===== src/rtl/rv32im_pkg.sv =====
// Shared RV32IM front-end definitions: instruction cache states, fetch
// constants and a block word-select helper.
package rv32im_pkg;

  typedef enum logic [1:0] {
    IDLE,
    MEMREAD,
    UPDATE
  } icache_state_t;

  localparam logic [31:0] NOP_INSTR       = 32'h00000013;
  localparam int          BLOCK_BITS      = 128;
  localparam int          WORDS_PER_BLOCK = 4;

  // Word 0 occupies the least significant 32 bits of a block.
  function automatic logic [31:0] select_word(input logic [BLOCK_BITS-1:0] blk,
                                              input logic [1:0]            off);
    return blk[{off, 5'b00000} +: 32];
  endfunction

endpackage


===== src/rtl/instruction_cache_if.sv =====
// Fetch-side (PC) and memory-side signals of the instruction cache.
// The cache binds the slave modport; the PC/memory environment binds master.
interface instruction_cache_if;
  import rv32im_pkg::*;

  logic [31:0]           ADDRESS;
  logic [31:0]           INSTRUCTION;
  logic                  BUSYWAIT;
  logic                  MEM_READ;
  logic [27:0]           MEM_ADDRESS;
  logic [BLOCK_BITS-1:0] MEM_READDATA;
  logic                  MEM_BUSYWAIT;

  modport slave (
    input  ADDRESS, MEM_READDATA, MEM_BUSYWAIT,
    output INSTRUCTION, BUSYWAIT, MEM_READ, MEM_ADDRESS
  );

  modport master (
    output ADDRESS, MEM_READDATA, MEM_BUSYWAIT,
    input  INSTRUCTION, BUSYWAIT, MEM_READ, MEM_ADDRESS
  );

endinterface


===== src/rtl/icache_line_array.sv =====
// Valid/tag/data storage for the direct-mapped instruction cache:
// combinational read port, synchronous write port, synchronous valid clear.
module icache_line_array
  import rv32im_pkg::*;
#(
  parameter int NUM_BLOCKS = 8,
  parameter int INDEX_W    = $clog2(NUM_BLOCKS),
  parameter int TAG_W      = 28 - INDEX_W
) (
  input  logic                  CLOCK,
  input  logic                  RESET,
  input  logic [INDEX_W-1:0]    rd_index,
  output logic                  rd_valid,
  output logic [TAG_W-1:0]      rd_tag,
  output logic [BLOCK_BITS-1:0] rd_block,
  input  logic                  wr_en,
  input  logic [INDEX_W-1:0]    wr_index,
  input  logic [TAG_W-1:0]      wr_tag,
  input  logic [BLOCK_BITS-1:0] wr_block
);

  logic [NUM_BLOCKS-1:0] valid;
  logic [TAG_W-1:0]      tag_mem  [NUM_BLOCKS];
  logic [BLOCK_BITS-1:0] data_mem [NUM_BLOCKS];

  always_ff @(posedge CLOCK) begin
    if (RESET) begin
      valid <= '0;
    end else if (wr_en) begin
      valid[wr_index] <= 1'b1;
    end
  end

  // Tag and data need no reset: a line is only looked at when its valid bit is set.
  always_ff @(posedge CLOCK) begin
    if (wr_en) begin
      tag_mem[wr_index]  <= wr_tag;
      data_mem[wr_index] <= wr_block;
    end
  end

  assign rd_valid = valid[rd_index];
  assign rd_tag   = tag_mem[rd_index];
  assign rd_block = data_mem[rd_index];

endmodule


===== src/rtl/instruction_cache.sv =====
// Read-only direct-mapped instruction cache: same-cycle hits, miss handling
// through an IDLE -> MEMREAD -> UPDATE refill sequence that stalls the PC.
module instruction_cache
  import rv32im_pkg::*;
#(
  parameter  int NUM_BLOCKS = 8,
  localparam int INDEX_W    = $clog2(NUM_BLOCKS),
  localparam int TAG_W      = 28 - INDEX_W
) (
  input logic                 CLOCK,
  input logic                 RESET,
  instruction_cache_if.slave  bus
);

  icache_state_t         state;
  logic [27:0]           miss_blk;
  logic [BLOCK_BITS-1:0] fill_buf;
  logic                  mem_read;

  logic [INDEX_W-1:0]    addr_index;
  logic [TAG_W-1:0]      addr_tag;
  logic [1:0]            addr_word;
  logic                  addr_unused;

  logic                  line_valid;
  logic [TAG_W-1:0]      line_tag;
  logic [BLOCK_BITS-1:0] line_block;
  logic                  line_wr_en;
  logic                  hit;

  assign addr_word   = bus.ADDRESS[3:2];
  assign addr_index  = bus.ADDRESS[INDEX_W+3:4];
  assign addr_tag    = bus.ADDRESS[31:INDEX_W+4];
  assign addr_unused = ^bus.ADDRESS[1:0];

  // A fill interrupted by reset must not leave a half-valid line behind.
  assign line_wr_en = (state == UPDATE) && !RESET;

  icache_line_array #(
    .NUM_BLOCKS (NUM_BLOCKS),
    .INDEX_W    (INDEX_W),
    .TAG_W      (TAG_W)
  ) u_lines (
    .CLOCK    (CLOCK),
    .RESET    (RESET),
    .rd_index (addr_index),
    .rd_valid (line_valid),
    .rd_tag   (line_tag),
    .rd_block (line_block),
    .wr_en    (line_wr_en),
    .wr_index (miss_blk[INDEX_W-1:0]),
    .wr_tag   (miss_blk[27:INDEX_W]),
    .wr_block (fill_buf)
  );

  assign hit = line_valid && (line_tag == addr_tag) && (state == IDLE) && !RESET;

  assign bus.INSTRUCTION = hit ? select_word(line_block, addr_word) : NOP_INSTR;
  assign bus.BUSYWAIT    = !hit;
  assign bus.MEM_READ    = mem_read;
  assign bus.MEM_ADDRESS = miss_blk;

  // Refill sequencer; miss_blk freezes the block address so the PC may move during a fill.
  always_ff @(posedge CLOCK) begin
    if (RESET) begin
      state    <= IDLE;
      miss_blk <= '0;
      fill_buf <= '0;
      mem_read <= 1'b0;
    end else begin
      case (state)
        IDLE: begin
          if (!hit) begin
            miss_blk <= bus.ADDRESS[31:4];
            mem_read <= 1'b1;
            state    <= MEMREAD;
          end
        end
        MEMREAD: begin
          if (!bus.MEM_BUSYWAIT) begin
            fill_buf <= bus.MEM_READDATA;
            mem_read <= 1'b0;
            state    <= UPDATE;
          end
        end
        UPDATE: begin
          state <= IDLE;
        end
        default: begin
          state    <= IDLE;
          mem_read <= 1'b0;
        end
      endcase
    end
  end

endmodule


===== src/flat_wrapper.sv =====
// flat-port wrapper written by rule: the top's interface ports become plain ports
module instruction_cache_flat import rv32im_pkg::*;
#(
  parameter  int NUM_BLOCKS = 8,
  localparam int INDEX_W    = $clog2(NUM_BLOCKS),
  localparam int TAG_W      = 28 - INDEX_W
)
  (CLOCK, RESET, bus_ADDRESS, bus_MEM_READDATA, bus_MEM_BUSYWAIT, bus_INSTRUCTION, bus_BUSYWAIT, bus_MEM_READ, bus_MEM_ADDRESS);
  instruction_cache_if bus_i ();
  input logic CLOCK;
  input logic RESET;
  input wire logic [$bits(bus_i.ADDRESS)-1:0] bus_ADDRESS;
  input wire logic [$bits(bus_i.MEM_READDATA)-1:0] bus_MEM_READDATA;
  input wire logic [$bits(bus_i.MEM_BUSYWAIT)-1:0] bus_MEM_BUSYWAIT;
  output wire logic [$bits(bus_i.INSTRUCTION)-1:0] bus_INSTRUCTION;
  output wire logic [$bits(bus_i.BUSYWAIT)-1:0] bus_BUSYWAIT;
  output wire logic [$bits(bus_i.MEM_READ)-1:0] bus_MEM_READ;
  output wire logic [$bits(bus_i.MEM_ADDRESS)-1:0] bus_MEM_ADDRESS;
  assign bus_i.ADDRESS = bus_ADDRESS;
  assign bus_i.MEM_READDATA = bus_MEM_READDATA;
  assign bus_i.MEM_BUSYWAIT = bus_MEM_BUSYWAIT;
  assign bus_INSTRUCTION = bus_i.INSTRUCTION;
  assign bus_BUSYWAIT = bus_i.BUSYWAIT;
  assign bus_MEM_READ = bus_i.MEM_READ;
  assign bus_MEM_ADDRESS = bus_i.MEM_ADDRESS;
  instruction_cache #(.NUM_BLOCKS(NUM_BLOCKS)) u_core (.CLOCK(CLOCK), .RESET(RESET), .bus(bus_i));
endmodule

===== config.mk =====
export PLATFORM = sky130hd
export DESIGN_NAME = instruction_cache_flat
export DESIGN_NICKNAME = d
export VERILOG_FILES = /design/src/rtl/rv32im_pkg.sv /design/src/rtl/instruction_cache_if.sv /design/src/rtl/icache_line_array.sv /design/src/rtl/instruction_cache.sv /design/src/flat_wrapper.sv
export SDC_FILE = /design/constraint.sdc
export NUM_CORES = 1
export LEC_CHECK = 0
export CAP_MARGIN = 5
export CORE_ASPECT_RATIO = 0.6
export CORE_UTILIZATION = 39
export CTS_CLUSTER_DIAMETER = 60
export CTS_CLUSTER_SIZE = 24
export DETAILED_ROUTE_END_ITERATION = 12
export GPL_ROUTABILITY_DRIVEN = 0
export PLACE_DENSITY = 0.66
export SLEW_MARGIN = 10
export SYNTH_ARGS = -nofsm -noshare
export SYNTH_HDL_FRONTEND = slang
export SYNTH_SLANG_ARGS = --single-unit
export TNS_END_PERCENT = 1

===== constraint.sdc =====
create_clock -name CLOCK -period 12.2 [get_ports CLOCK]
set_input_delay 1.22 -clock CLOCK [delete_from_list [all_inputs] [get_ports CLOCK]]
set_output_delay 1.22 -clock CLOCK [all_outputs]
set_load 0.05 [all_outputs]

# [Word-level counts from Yosys, hierarchy flattened]
# Memories as Yosys holds them, arrays and structs flattened.
# Index checks and enable logic that the tools add are counted.
[totals] register_bits=167 ram_bits=1224 out_inout_bits=62 word_cells=45 mem_count=2
[memory_table] name="u_core.u_lines.data_mem" words=8 width=128 read_ports=1 rd_clocked_by_memory_dff=0 write_ports=1 line="icache_line_array.sv:24" text="logic [BLOCK_BITS-1:0] data_mem [NUM_BLOCKS];"
[memory_table] name="u_core.u_lines.tag_mem" words=8 width=25 read_ports=1 rd_clocked_by_memory_dff=0 write_ports=1 line="icache_line_array.sv:23" text="logic [TAG_W-1:0] tag_mem [NUM_BLOCKS];"
[op_classes] order_cmp=3 eq_ne=5 n_shift=1 muxes=13 bitwise=4 reduce_logical=12
[ops] op="$shiftx A128 B8 Y32" n=1
[ops] op="$mux W32" n=1
[ops] op="$eq A25 B25 Y1" n=1
[ops] op="$lt A3 B4 Y1 const B" n=2
[ops] op="$or A8 B8 Y8" n=1
[ops] op="$mux W1" n=6
[ops] op="$reduce_and A2 Y1" n=3
[ops] op="$logic_and A1 B1 Y1" n=5
[ops] op="$mux W2" n=2
[ops] op="$ne A2 B2 Y1 const B" n=2
[ops] op="$pmux W2 S2" n=1
[ops] op="$bmux W1 S3" n=1
[ops] op="$demux W1 S3" n=1
[ops] op="$ge A3 B1 Y1 const B" n=1
[ops] op="$not A1 Y1" n=3
[ops] op="$pmux W1 S3" n=1
[ops] op="$reduce_and A3 Y1" n=1
[ops] op="$eq A2 B1 Y1 const B" n=1
[ops] op="$eq A2 B2 Y1 const B" n=1
[ops] op="$logic_not A1 Y1" n=2
[ops] op="$logic_not A2 Y1" n=1

# [Logic depth before layout (Yosys ltp)]
# Gate-level depths: netlist (run 1).
[depth] depth_word=7 mapped_depth=14 ltp_nobuf=8

# [Cells and area by module]
# From an unflattened synthesis (run 1), not the netlist that was laid out.
[unflattened] hier_cells=2695 area_unflattened_um2=53655.2
[modules_own_cells] mod="icache_line_array" n_inst=1 cells_per_inst=1813 area_each_um2=46250.6
[modules_own_cells] mod="instruction_cache" n_inst=1 cells_per_inst=882 area_each_um2=7404.6

# [Least setup slack after synthesis (run 1)]
# No wires, ideal clock.
[synth_timing] path_type="input to register" startpoint="input RESET" endpoint="memory u_core.u_lines.data_mem[1][0] (enable)" arrival_ns=12.039 required_time_ns=11.346 slack_ns=-0.693 stages=4 n_path_buf=1 path_cell_list="clkbuf_1 > nor2_1 > nand3_1 > nor3_1"
[synth_between] elab_chain_cells=4
[synth_lines] element="start, declared" line="flat_wrapper.sv:11" text="input logic RESET;"
[synth_lines] element="$logic_not A1 Y1" line="instruction_cache.sv:37" text="assign line_wr_en = (state == UPDATE) && !RESET;"
[synth_lines] element="$logic_and A1 B1 Y1" line="instruction_cache.sv:37"
[synth_lines] element="$mux W1" line="icache_line_array.sv:36" text="if (wr_en) begin"
[synth_lines] element="$mux W1 (implied by the code)" line="icache_line_array.sv:38" text="data_mem[wr_index] <= wr_block;"
[synth_lines] element="end, declared" line="icache_line_array.sv:24"
# No other way between the ends.

# [Worst setup path after layout (run 1)]
[layout_timing] startpoint="input bus_ADDRESS[6]" endpoint="output bus_INSTRUCTION[13]"
[layout_between] elab_chain_cells=6 elab_cells_between_ends=10 cone_classes="eq/ne: 1; shift: 1; mux: 3; reduce/logical: 3; memory: 2"
[layout_lines] element="start, declared" line="flat_wrapper.sv:12" text="input wire logic [$bits(bus_i.ADDRESS)-1:0] bus_ADDRESS;"
[layout_lines] element="parallel branches: the longest is 5 deep, another holds $mem_v2 Z8 W128"
[layout_lines] element="$mux W32 *" line="instruction_cache.sv:58" text="assign bus.INSTRUCTION = hit ? select_word(line_block, addr_word) : NOP_INSTR;"
[layout_lines] element="end, declared" line="flat_wrapper.sv:15" text="output wire logic [$bits(bus_i.INSTRUCTION)-1:0] bus_INSTRUCTION;"
# Every way passes the cells marked *. The select of a mux whose other input is x is not followed.

==> results of run 1 <==
==> final cells by class <==
class | instances | area share
Sequential cell | 1391 | 0.6724
Inverter | 1 | 0.00006294
Clock buffer | 110 | 0.03615
Clock inverter | 37 | 0.007679
Antenna cell | 3 | 0.0001259
Tap cell | 1802 | 0.03781
Timing Repair Buffer | 265 | 0.04387
Multi-Input combinational cell | 1090 | 0.2019
==> per-stage QoR <==
| step | setup slack [ns] | hold slack (ns) | instance area [um2] |
|---|---|---|---|
| after floorplan | -0.6629 | 0.4396 | 52710 |
| after global placement | 4.386 | 0.4498 | 57010 |
| after detailed placement | 4.389 | 0.4598 | 57010 |
| after CTS | 4.379 | 0.4784 | 59630 |
| after global routing | 4.038 | 0.5012 | 59630 |
| final | 4.440 | 0.4738 | 59630 |
==> power by group through the flow <==
stage	clock network (mW)	logic [mW]	registers (mW)
detailed placement	0	0.488	5.37
finish	2.97	0.478	5.26
global placement	0	0.486	5.37
floorplan	0	0.270	5.38
CTS	3.04	0.489	5.26
global route	3.20	0.510	5.27
==> Yosys cell counts, types with 2 or more instances <==
cell type / number
edfxtp_1: 1224
mux4_2: 338
nand2_1: 266
dfxtp_1: 167
a21oi_1: 137
mux2i_1: 132
clkbuf_1: 93
nand2b_1: 61
nor2_1: 57
buf_1: 31
a22oi_1: 24
buf_2: 14
and3_1: 9
buf_6: 7
nor2b_1: 7
xor2_1: 6
buf_4: 5
xnor2_1: 5
a22o_1: 4
nand3_1: 4
o22ai_1: 4
a211o_1: 3
nor4_1: 3
o21ai_1: 3
a31oi_1: 2
and2_1: 2
and4_1: 2
nor3_1: 2
==> layout by cell type, fill, tap and decap left out, types with 4 or more instances in the layout <==
cell type        count
mux4_2             338
nor2_4               7
dfxtp_1            167
o22ai_1              4
inv_8                6
buf_4               39
nor2b_1              7
nand2_1            266
nand2b_1            61
xor2_1               6
nor2_1              50
clkbuf_1            27
and3_1               9
nand3_1              4
inv_6               14
xnor2_1              5
clkdlybuf4s50_1    216
mux2i_1            132
buf_12               5
edfxtp_1          1224
a21oi_1            137
clkbuf_16           81
a22oi_1             24
a22o_1               4
==> final timing paths <==
check                                                   from                    endpoint  slack [ns]  depth (start not counted)
worst max-delay path                          bus_ADDRESS[6]         bus_INSTRUCTION[13]        4.44                         10
worst min-delay path                 u_core.u_lines.valid[7]     u_core.u_lines.valid[7]        0.47                          2
worst max register to register  u_core.u_lines.tag_mem[7][5]  u_core.bus.MEM_ADDRESS[25]        8.03                          9
worst min register to register       u_core.u_lines.valid[7]     u_core.u_lines.valid[7]        0.47                          2
==> registers in the layout, summed over array words and instances, names as in the netlist <==
| name | count |
|---|---|
| u_core.bus.MEM_ADDRESS | 28 |
| u_core.bus.MEM_READ | 1 |
| u_core.fill_buf | 128 |
| u_core.state | 2 |
| u_core.u_lines.data_mem | 1024 |
| u_core.u_lines.tag_mem | 200 |
| u_core.u_lines.valid | 8 |
==> routing by layer <==
metal	vias to the layer above	part of all wire
met2	698	0.46
met1	13440	0.46
li1	10940	-
met3	123	0.059
met4	2	0.016
met5	-	0.000091
==> cells by family after synthesis <==
family | synth area share
flip-flops | 0.7607
AO/OA/AOI/OAI | 0.02008
XOR/XNOR | 0.001828
multiplexers | 0.1700
AND/OR/NAND/NOR | 0.03492
buffers and inverters | 0.01244
==> critical path, stage by stage <==
cell	delay [ns]
buf_8	0.62
buf_4	0.92
mux2i_1	0.17
a22oi_1	0.29
and4_1	0.22
o21ai_1	0.07
nor4_2	0.58
nand4_4	0.89
nor2_1	0.56
clkdlybuf4s50_1	0.89
==> metrics.yaml, run 1 <==
ys_async_sr_fraction: 0
fmax_ghz: 0.1289
netlist_top_cells_area: "edfxtp_1 (70%), mux4_2 (14%), dfxtp_1 (6.3%)"
start_util: 0.3933
slew_headroom: 0.2484
seq_power_share: 0.604
dp_hpwl_um: 67570
drv_slew: 0
period_minus_slack_ns: 7.760
nFillCells: 11340
grt_use_total: 0.1768
gr-total-overflow: 0
synth_top_area_frac: 0.6973
skew_ns: 0.03170
dieArea_mm2: 0.1367
synth_top_area_cell: "edfxtp_1"
total_power_mw: 8.712
period_share: 0.6361
clock_latency_ns: 0.70
synth_edf_count: 1224
die_w_um: 476.6
power.switching_mw: 1.932
ys_seq_area_frac: 0.7607
cts_resized: 0
synth_area_per_cell_um2: 20.03
top_level_ports: 225
via_count: 25200
setup_viol: 0
endpoint_kind: "output pin"
grt_use_met2: 0.2757
area_delta_synth_final_pct: 13.14
grt_util_met3: 0.03184
wl_um: 121500
swShare: 0.2218
fin_setup_tns_ns: 0
grt.met1_usage: 0.2610
hold_viol_final: 0
p_leak_nw: 19.88
cts_made_buffers: 79
firstDrtPassIters: 5
finalNonFillerCells: 4699
netlist-cell-type-count: 48
ir_worst_vdd_mv: 0.09014
grt_pass1_wl_um: 176300
synth_warnings: 0
worst-path-max-fanout: 78
drc: 0
dieHeight_um: 286.8
post-route-util: 0.4449
syn_inst: 2632
clock-sinks: 1391
antenna_found_initial: 10
grt_pass1_vias: 25110
rows: 104
pwr-share-clk: 0.341
postCtsHoldBufs: 0
drive_above_1_share: 0.1814
port_buffers: 222
arrival_ns: 6.54
dpl.cell_count: 4549
internal_power_mw: 6.780
pwr_density_cell_mw_per_mm2: 146.1
vias_per_cell: 5.363
root_buffer: "clkbuf_16"
yosys_most_used_dff: "edfxtp_1"
seq_area_mm2: 0.04010
required_ns: 10.98
min_path_type: "register to register"
drt_iter0_markers: 2365
nets: 2991
power_frac_comb: 0.055
core_area_mm2: 0.1340
worstSetupPathType: "primary input to output pin"
multiInputGateArea_mm2: 0.01204
ys_ff_latch: 1391
drv_cap: 0
tightest_slew_ns: 1.127
grt_max_degree: 134
cp-start-kind: "primary input"
synth_nets: 2795
wl_per_cell_um: 25.86
ctsLongestPathBuffers: 3
cts.clk_slew.worst_paths_ns: 0.07
rsz0062_at_grt: "false"
drtAntennaViolNets: 0
status: "finished, final reports clean"
htree_levels: 3
post-cts-setup-buffers: 0
syn_area_mm2: 0.05271
cts_tree: "yes"
busiest_layer: "met2"
No activity file was read; power rests on OpenSTA's default activity.
==> run 2: changes to the inputs <==
--- a/config.mk
+++ b/config.mk
@@ -12,7 +12,7 @@
 export CTS_CLUSTER_SIZE = 24
 export DETAILED_ROUTE_END_ITERATION = 12
 export GPL_ROUTABILITY_DRIVEN = 0
-export PLACE_DENSITY = 0.66
+export PLACE_DENSITY = 0.64
 export SLEW_MARGIN = 10
 export SYNTH_ARGS = -nofsm -noshare
 export SYNTH_HDL_FRONTEND = slang
==> constraint.sdc (replaced) <==
create_clock -name CLOCK -period 7.83 [get_ports CLOCK]
set_input_delay 0.783 -clock CLOCK [delete_from_list [all_inputs] [get_ports CLOCK]]
set_output_delay 0.783 -clock CLOCK [all_outputs]
set_load 0.05 [all_outputs]
==> run 2 against run 1 <==
  * Core utilization about the same
  * Power increased by 56%
  * Count of clock-buffer cells in the layout decreased by 1
  * Cell area grew 0.11%
  * Sequential power is 56% higher
  * Die area unchanged
  * Wire length increased by 0.29%
  * Sequential cell count did not move
  * Non-clock buffer count grew 7
  * Largest cell class unchanged
==> metrics.yaml, run 2 (synthesized netlist as in run 1, its figures left out) <==
grt_pass1_wl_um: 177800
rsz0062_at_grt: "false"
hold_viol_final: 0
wl_um: 121900
r2r_end: "u_core.bus.MEM_ADDRESS[16]"
layout_common_cells: "edfxtp_1 (1224), mux4_2 (338), nand2_1 (266)"
cts_made_buffers: 78
worst_slack_ns: 1.789
drc: 0
final_common_cell: "edfxtp_1"
antenna_found_initial: 5
period_share: 0.7715
worstSetupPathType: "primary input to output pin"
cts.clk_slew.worst_paths_ns: 0.09
rr_worst_depth: 9
drt_iter0_markers: 2611
die_w_um: 476.6
post-cts-setup-buffers: 0
period_minus_slack_ns: 6.041
regMostFlops: "u_core.u_lines.data_mem"
drive_above_1_share: 0.1822
fmax_ghz: 0.1655
wl_met1_um: 54780
postCtsHoldBufs: 0
drtAntennaViolNets: 0
place_ws_ns: 1.676
seq_area_mm2: 0.04010
p_leak_nw: 19.92
post-route-util: 0.4454
min_path_type: "primary input to register"
worst-path-max-fanout: 58
wl_met3_um: 7772
largest_register_ff_count: 1024
core_area_mm2: 0.1340
ctsLongestPathBuffers: 3
cts_resized: 0
endpoint_kind: "output pin"
wl_per_cell_um: 25.93
nFillCells: 11370
top_regs: "u_core.u_lines.data_mem (1024), u_core.u_lines.tag_mem (200), u_core.fill_buf (128)"
firstDrtPassIters: 5
holdPathEnd: "u_core.fill_buf[64]"
start_util: 0.3933
drv_cap: 0
dieArea_mm2: 0.1367
clock-sinks: 1391
gr-total-overflow: 0
grt_max_degree: 144
r2r-start: "u_core.u_lines.tag_mem[5][21]"
ir_worst_vdd_mv: 0.1335
htree_levels: 3
via_count: 25220
multiInputGateArea_mm2: 0.01204
setup_viol: 0
holdCritStartpoint: "RESET"
dieHeight_um: 286.8
rows: 104
grt_pass1_vias: 25350
maxUsedRoutingLayer: "met5"
root_buffer: "clkbuf_16"
skew_ns: 0.05434
tightest_slew_ns: 1.106
top_level_ports: 225
dp_hpwl_um: 67260
slew_headroom: 0.2626
nets: 2997
cp-start-kind: "primary input"
pwr_density_cell_mw_per_mm2: 227.4
wl_met2_um: 57220
area_delta_synth_final_pct: 13.26
port_buffers: 222
required_ns: 7.05
arrival_ns: 5.26
vias_per_cell: 5.365
status: "finished, final reports clean"
grt_use_total: 0.1773
cts_tree: "yes"
clock_latency_ns: 0.71
drv_slew: 0
r2r_slack_ns: 4.04
hold_depth: 2
-- run 2: worst max path at each step --
stage / endpoint / startpoint / slack (ns) / cells after the start
global placement: bus_INSTRUCTION[15] / bus_ADDRESS[4] / 1.73 / 9
finish: bus_INSTRUCTION[15] / bus_ADDRESS[5] / 1.79 / 10
detailed placement: bus_INSTRUCTION[7] / bus_ADDRESS[4] / 1.68 / 9
floorplan: u_core.u_lines.data_mem[0][0] / RESET / -4.60 / 4
global route: bus_INSTRUCTION[7] / bus_ADDRESS[4] / 1.54 / 9
CTS: bus_INSTRUCTION[7] / bus_ADDRESS[4] / 1.66 / 9
-- run 2: where the power goes --
group / internal (mW) / leakage (nW) / switching [mW] / total (mW)
sequential: 8.10 / 13.7 / 0.106 / 8.20
clock: 2.11 / 1.25 / 2.51 / 4.62
combinational: 0.334 / 5.02 / 0.413 / 0.747
total: 10.5 / 19.9 / 3.03 / 13.6
-- run 2: cell type report --
type                    count  share of cell area
diodes                      1          0.00004192
clock buffers             109             0.03567
clock inverters            35            0.008215
inverters                   1          0.00006287
multi-input cells        1090              0.2017
flip-flops and latches   1391              0.6717
well taps                1802             0.03777
repair buffers            272             0.04491
-- run 2: through the flow --
stage / cell area, um2 / setup TNS [ns] / cells / hold WS [ns] / total power [mW]
2_1_floorplan: 52710 / -1135.74 / 2632 / 0.4396 / 8.798
3_3_place_gp: 57080 / 0 / 4556 / 0.4504 / 9.129
3_5_place_dp: 57080 / 0 / 4556 / 0.4621 / 9.137
4_1_cts: 59700 / 0 / 4700 / 0.4279 / 13.70
5_1_grt: 59700 / 0 / 4701 / 0.4898 / 13.99
6_report: 59700 / 0 / 4701 / 0.4579 / 13.57
-- run 2: critical path, cell delays in order --
cell and delay [ns]:
buf_8 0.41, mux4_2 0.57, mux2i_1 0.20, xor2_1 0.43, o21ai_1 0.17, nor4_2 0.56, nand4_4 0.60, buf_4 0.48
nor2_1 0.14, clkdlybuf4s50_1 0.85
-- run 2: routing by layer --
metal	up-vias	track usage
met1	13440	0.2597
met4	2	0.03544
met3	103	0.03423
met2	737	0.2770
met5	-	0
li1	10940	-
